### src/rtl/systolic_skew_feeder_if.sv
// Handshake and output bundle between a column-vector source, the skew feeder and a systolic array.
// L lanes of W-bit FP16 bit patterns on both the input and the skewed output side.
interface systolic_skew_feeder_if #(
    parameter int L = 4,
    parameter int W = 16
);
    logic         in_valid;
    logic [W-1:0] in_data [0:L-1];
    logic         in_last;
    logic         in_ready;
    logic         hold;
    logic [W-1:0] a_out [0:L-1];
    logic         a_en;
    logic         busy;
    logic         done;
    logic [7:0]   vec_count;

    modport master (
        output in_valid, in_data, in_last, hold,
        input  in_ready, a_out, a_en, busy, done, vec_count
    );

    modport slave (
        input  in_valid, in_data, in_last, hold,
        output in_ready, a_out, a_en, busy, done, vec_count
    );
endinterface

### src/rtl/systolic_skew_feeder.sv
// Skews column vectors into a systolic array: lane i is delayed by i advances, then zero-drained.
// Optional macro FEEDER_SUBNORMAL_FLUSH_EN flushes subnormal/zero-exponent inputs to +0.
module systolic_skew_feeder #(
    parameter int L = 4,
    parameter int W = 16
) (
    input logic               clk,
    input logic               reset,
    systolic_skew_feeder_if.slave bus
);
    typedef enum logic [1:0] {IDLE, FEED, DRAIN, DONE} state_t;

    // Drain ends on the advance where the counter reaches L-2 (i.e. the (L-1)th drain advance).
    localparam logic [4:0] DRAIN_END = 5'(L > 1 ? L - 2 : 0);

    state_t              state, state_nxt;
    logic [4:0]          drain_cnt, drain_cnt_nxt;
    logic                ready;
    logic                accept;
    logic                advance;
    logic [L-1:0][W-1:0] lane_in;
    logic [L-1:0][W-1:0] lane_tail;

    always_comb begin
        state_nxt     = state;
        drain_cnt_nxt = drain_cnt;
        ready         = 1'b0;
        accept        = 1'b0;
        advance       = 1'b0;
        bus.busy      = 1'b0;
        case (state)
            IDLE, FEED: begin
                ready    = reset && !bus.hold;
                bus.busy = (state == FEED);
                accept   = bus.in_valid && ready;
                advance  = accept;
                if (accept) begin
                    if (bus.in_last) begin
                        state_nxt     = (L == 1) ? DONE : DRAIN;
                        drain_cnt_nxt = '0;
                    end else begin
                        state_nxt = FEED;
                    end
                end
            end
            DRAIN: begin
                bus.busy = 1'b1;
                advance  = !bus.hold;
                if (advance) begin
                    drain_cnt_nxt = drain_cnt + 5'd1;
                    if (drain_cnt == DRAIN_END) begin
                        state_nxt = DONE;
                    end
                end
            end
            default: begin
                state_nxt = IDLE;
            end
        endcase
        bus.in_ready = ready;
    end

    always_ff @(posedge clk) begin
        if (!reset) begin
            state         <= IDLE;
            drain_cnt     <= '0;
            bus.a_en      <= 1'b0;
            bus.done      <= 1'b0;
            bus.vec_count <= '0;
        end else begin
            state     <= state_nxt;
            drain_cnt <= drain_cnt_nxt;
            bus.a_en  <= advance;
            bus.done  <= (state == DONE);
            if (accept) begin
                bus.vec_count <= (state == IDLE) ? 8'd1 : bus.vec_count + 8'd1;
            end
        end
    end

    // Drain advances push zeros; only an accepted vector feeds real data into the lanes.
    always_comb begin
        for (int i = 0; i < L; i++) begin
            lane_in[i] = '0;
            if (accept) begin
`ifdef FEEDER_SUBNORMAL_FLUSH_EN
                if (bus.in_data[i][14:10] != 5'd0) begin
                    lane_in[i] = bus.in_data[i];
                end
`else
                lane_in[i] = bus.in_data[i];
`endif
            end
        end
    end

    for (genvar g = 0; g < L; g++) begin : g_lane
        if (g == 0) begin : g_direct
            assign lane_tail[g] = lane_in[g];
        end else begin : g_delay
            logic [W-1:0] line [0:g-1];

            always_ff @(posedge clk) begin
                if (!reset) begin
                    for (int j = 0; j < g; j++) begin
                        line[j] <= '0;
                    end
                end else if (advance) begin
                    line[0] <= lane_in[g];
                    for (int j = 1; j < g; j++) begin
                        line[j] <= line[j-1];
                    end
                end
            end

            assign lane_tail[g] = line[g-1];
        end
    end

    always_ff @(posedge clk) begin
        if (!reset) begin
            for (int i = 0; i < L; i++) begin
                bus.a_out[i] <= '0;
            end
        end else if (advance) begin
            for (int i = 0; i < L; i++) begin
                bus.a_out[i] <= lane_tail[i];
            end
        end
    end
endmodule
### src/flat_wrapper.sv
// flat-port wrapper written by rule: the top's interface ports become plain ports
module systolic_skew_feeder_flat 
#(
    parameter int L = 4,
    parameter int W = 16
)
  (clk, reset, bus_in_valid, bus_in_data, bus_in_last, bus_hold, bus_in_ready, bus_a_out, bus_a_en, bus_busy, bus_done, bus_vec_count);
  systolic_skew_feeder_if #(.L(L), .W(W)) bus_i ();
  input logic clk;
  input logic reset;
  input wire logic [$bits(bus_i.in_valid)-1:0] bus_in_valid;
  input wire logic [$bits(bus_i.in_data)-1:0] bus_in_data;
  input wire logic [$bits(bus_i.in_last)-1:0] bus_in_last;
  input wire logic [$bits(bus_i.hold)-1:0] bus_hold;
  output wire logic [$bits(bus_i.in_ready)-1:0] bus_in_ready;
  output wire logic [$bits(bus_i.a_out)-1:0] bus_a_out;
  output wire logic [$bits(bus_i.a_en)-1:0] bus_a_en;
  output wire logic [$bits(bus_i.busy)-1:0] bus_busy;
  output wire logic [$bits(bus_i.done)-1:0] bus_done;
  output wire logic [$bits(bus_i.vec_count)-1:0] bus_vec_count;
  assign bus_i.in_valid = bus_in_valid;
  assign bus_i.in_data = {>>{bus_in_data}};
  assign bus_i.in_last = bus_in_last;
  assign bus_i.hold = bus_hold;
  assign bus_in_ready = bus_i.in_ready;
  assign bus_a_out = {>>{bus_i.a_out}};
  assign bus_a_en = bus_i.a_en;
  assign bus_busy = bus_i.busy;
  assign bus_done = bus_i.done;
  assign bus_vec_count = bus_i.vec_count;
  systolic_skew_feeder #(.L(L), .W(W)) u_core (.clk(clk), .reset(reset), .bus(bus_i));
endmodule
### config.mk
export PLATFORM = sky130hd
export DESIGN_NAME = systolic_skew_feeder_flat
export DESIGN_NICKNAME = d
export VERILOG_FILES = /design/src/rtl/systolic_skew_feeder_if.sv /design/src/rtl/systolic_skew_feeder.sv /design/src/flat_wrapper.sv
export SDC_FILE = /design/constraint.sdc
export NUM_CORES = 1
export LEC_CHECK = 0
export BUFFER_PORTS_ARGS = -buffer_cell sky130_fd_sc_hd__clkbuf_2
export CORE_MARGIN = 2
export CORE_UTILIZATION = 54
export DETAILED_ROUTE_END_ITERATION = 10
export PLACE_DENSITY = 0.79
export SYNTH_ARGS = -nofsm -noshare
export SYNTH_HDL_FRONTEND = slang
export SYNTH_SLANG_ARGS = --single-unit
### constraint.sdc
create_clock -name clk -period 4.55 [get_ports clk]
set_input_delay 0.2275 -clock clk [delete_from_list [all_inputs] [get_ports clk]]
set_output_delay 0.2275 -clock clk [all_outputs]
set_load 0.005 [all_outputs]
==> reports/metrics.cfg <==
[synthesis]
yosys-top-cells-count = and2_1 (99), edfxtp_1 (96), dfxtp_1 (81)
ys_seq_elements = 177
yosys.area.top_type = edfxtp_1
yosysSeqAreaShare_pct = 67.3
synth_most_common_cell = and2_1
netlist_instances = 566
netlist.area_leader.share_pct = 43.1
synth_area_per_cell_sq_um = 11.8
synthTopCellsByArea = edfxtp_1 (43%), dfxtp_1 (24%), and2_1 (9.3%), nand3_1 (4.2%), o21ai_0 (3.9%)
netlist_area_sq_um = 6690
synthArstFlopShare_pct = 0
synth-main-ff-cell = edfxtp_1
synth_cell_type_count = 41
synth-edff-count = 96
synth_warnings = 0
syn_nets = 642

[global_routing]
overflow = 0
track_usage_pct = 19.5
grt_pass1_vias = 4267
grt_pass1_wl_microns = 19900
grt_start_max_net_pins = 113
antenna_found_initial = 0

[worst_setup_path]
endpoint = u_core.g_lane[3].g_delay.line[0][10]
slowest_stage = nor3_4
cp.arrival_ns = 2.93
crit_chain = inv_1 -> ha_1 -> o21ai_1 -> nor3_4 -> buf_4 -> and2_1
startpoint_type = flip-flop
reg2reg_from = u_core.state[1]
reg2reg_depth = 6
max_stage_delay_ns = 0.77
critPathLaunch = u_core.state[1]
critPathKind = flip-flop to flip-flop
r2r-end = u_core.g_lane[3].g_delay.line[0][10]
reg2reg_setup_slack_ns = 1.90
worstPathRequired_ns = 4.83
endpoint_kind = flip-flop
path_max_fanout = 37

[finish]
layout-drive-gt1-share_pct = 25.7
stdcell_count = 880
finalInstanceArea_sq_um = 8100
nets = 775
diodes = 0
area_growth_pct = 21.1

[routing]
final_antenna_net_count = 0
wl_per_cell_microns = 14.1
drt-total-wl_microns = 12400
dr.pass1.iters = 5
detail_route.iter0.violations = 317
viasPerCell = 5.13
num_vias = 4511
route.detailed.drc = 0

[floorplanning]
die_h_microns = 115
die_area_sq_um = 13300
die_w_microns = 115
start_util_pct = 55.5
core_area_sq_um = 12100
rows = 40
io_pins = 145

[pwr]
p_leak_nw = 3.30
p_int_mw = 2.80
max-vdd-ir-drop_uv = 216
powerDensity_nw_per_um2 = 458
p_total_mw = 3.71
switching_share_pct = 24.5
comb_power_share_pct = 12.0
netSwitchingPower_mw = 0.910
power_frac_seq_pct = 52.6
pwr-share-clk_pct = 35.4

[clocking]
cts_buffer_depth = 2
htreeDepth = 4
cts_resized = 0
insertion_delay_ns = 0.41
post-cts-setup-buffers = 0
cts_num_sinks = 177
cts_tree = built
path_clk_slew_ns = 0.06
cts_inserted_buffers = 17
root_buffer = clkbuf_16
cts_hold_buf = 3

[place]
portBuffers = 144
post_dp_cell_area_sq_um = 7540
globalplace.congestion = 0.844
dpl.cell_count = 845
hpwl_microns = 7960

[timing]
worst-slew-pin-transition_ns = 0.942
post-route-min-period_ns = 2.65
finalSetupViolCount = 0
rsz0062_at_grt = no
relSlewSlack_pct = 37.2
fmax_mhz = 378
whs_ns = 0.0251
drv_slew = 0
tns_ns = 0
clock_skew_ns = 0.00629
hold_viol = 0
post-route-period-util_pct = 58.2

[run_status]
outcome = complete, no violations

[flow_run]
drv_cap = 0

[min_path]
min_path_type = input pin to flip-flop

## layout by cell type, fill, tap and decap left out, types with 4 or more instances in the layout
cell type / n
nand3b_1: 4
clkbuf_1: 5
clkinvlp_4: 4
nand2_1: 58
a32o_1: 15
clkbuf_2: 143
dfxtp_1: 81
nand3_1: 56
buf_4: 7
edfxtp_1: 96
and2_1: 99
inv_1: 6
a21oi_1: 5
clkbuf_16: 17
nor2_1: 9
o21ai_0: 52
ha_1: 7
## critical path, delay by kind of cell (launching register included)
kind	cells	cell delay [ns]
AOI/OAI and AO/OA	1	0.30
buffers and inverters	2	0.59
adders and majority gates	1	0.31
DFF	1	0.36
and+or+nand+nor	2	0.96
## power groups by stage
stage | sequential [mW] | combinational, mW | clock, mW
final | 1.95 | 0.445 | 1.31
after global routing | 1.97 | 0.500 | 1.41
after CTS | 1.95 | 0.449 | 1.34
after detailed placement | 1.98 | 0.442 | 0
after global placement | 1.97 | 0.423 | 0
after floorplan | 1.98 | 0.276 | 0
## flip-flops by register name (all words and copies together) (netlist names)
| name | flops |
|---|---|
| u_core.g_lane.g_delay.line | 96 |
| u_core.bus.done | 1 |
| u_core.bus.vec_count | 8 |
| u_core.bus.a_out | 64 |
| u_core.state | 2 |
| u_core.drain_cnt | 5 |
| u_core.bus.a_en | 1 |
## routing by layer
layer	up-vias	GRT usage, %	wire length (microns)
met4	0	8.03	168
li1	2258	-	-
met2	134	31.0	6030
met1	2103	25.1	5630
met5	-	0	0
met3	16	5.69	579
## worst min-delay path by stage
stage	from	end	slack, ns	cells past startpoint
after floorplan	bus_in_data[48]	u_core.bus.a_out[48]	0.35	1
after global placement	bus_in_data[51]	u_core.bus.a_out[51]	0.44	2
after detailed placement	bus_in_data[59]	u_core.bus.a_out[59]	0.44	2
after CTS	bus_in_data[48]	u_core.bus.a_out[48]	0.002	2
after global routing	bus_in_data[50]	u_core.bus.a_out[50]	0.01	2
final	bus_in_data[48]	u_core.bus.a_out[48]	0.03	2
## logic make-up (layout without fill, tap and decap cells)
kind of cell / count (synthesis) / in the layout / share of synthesized area (%)
AO/OA/AOI/OAI: 87 / 87 / 8.34
XOR/XNOR: 5 / 5 / 0.655
adder cells (fa/ha/maj): 7 / 7 / 1.31
buffers and inverters: 45 / 191 / 2.75
flip-flops: 177 / 177 / 67.3
multiplexers: 2 / 2 / 0.299
AND/OR/NAND/NOR: 243 / 243 / 19.3
## cell type report
type / instances / area [sq um]
fillers: 910 / 3960
clock inverters: 10 / 87.6
multi-input cells: 344 / 2030
inverters: 6 / 22.5
flip-flops and latches: 177 / 4500
well taps: 168 / 210
repair buffers: 153 / 798
clock buffers: 22 / 444
## metrics by stage
step                utilization (%)  worst slack [ns]
global route                   67.2              1.60
global placement               62.5              2.05
CTS                            67.2              1.92
floorplan                         -             0.533
detailed placement             62.5              1.95
finish                         67.2              1.90
Note: power is estimated with default switching activity, not from simulation.
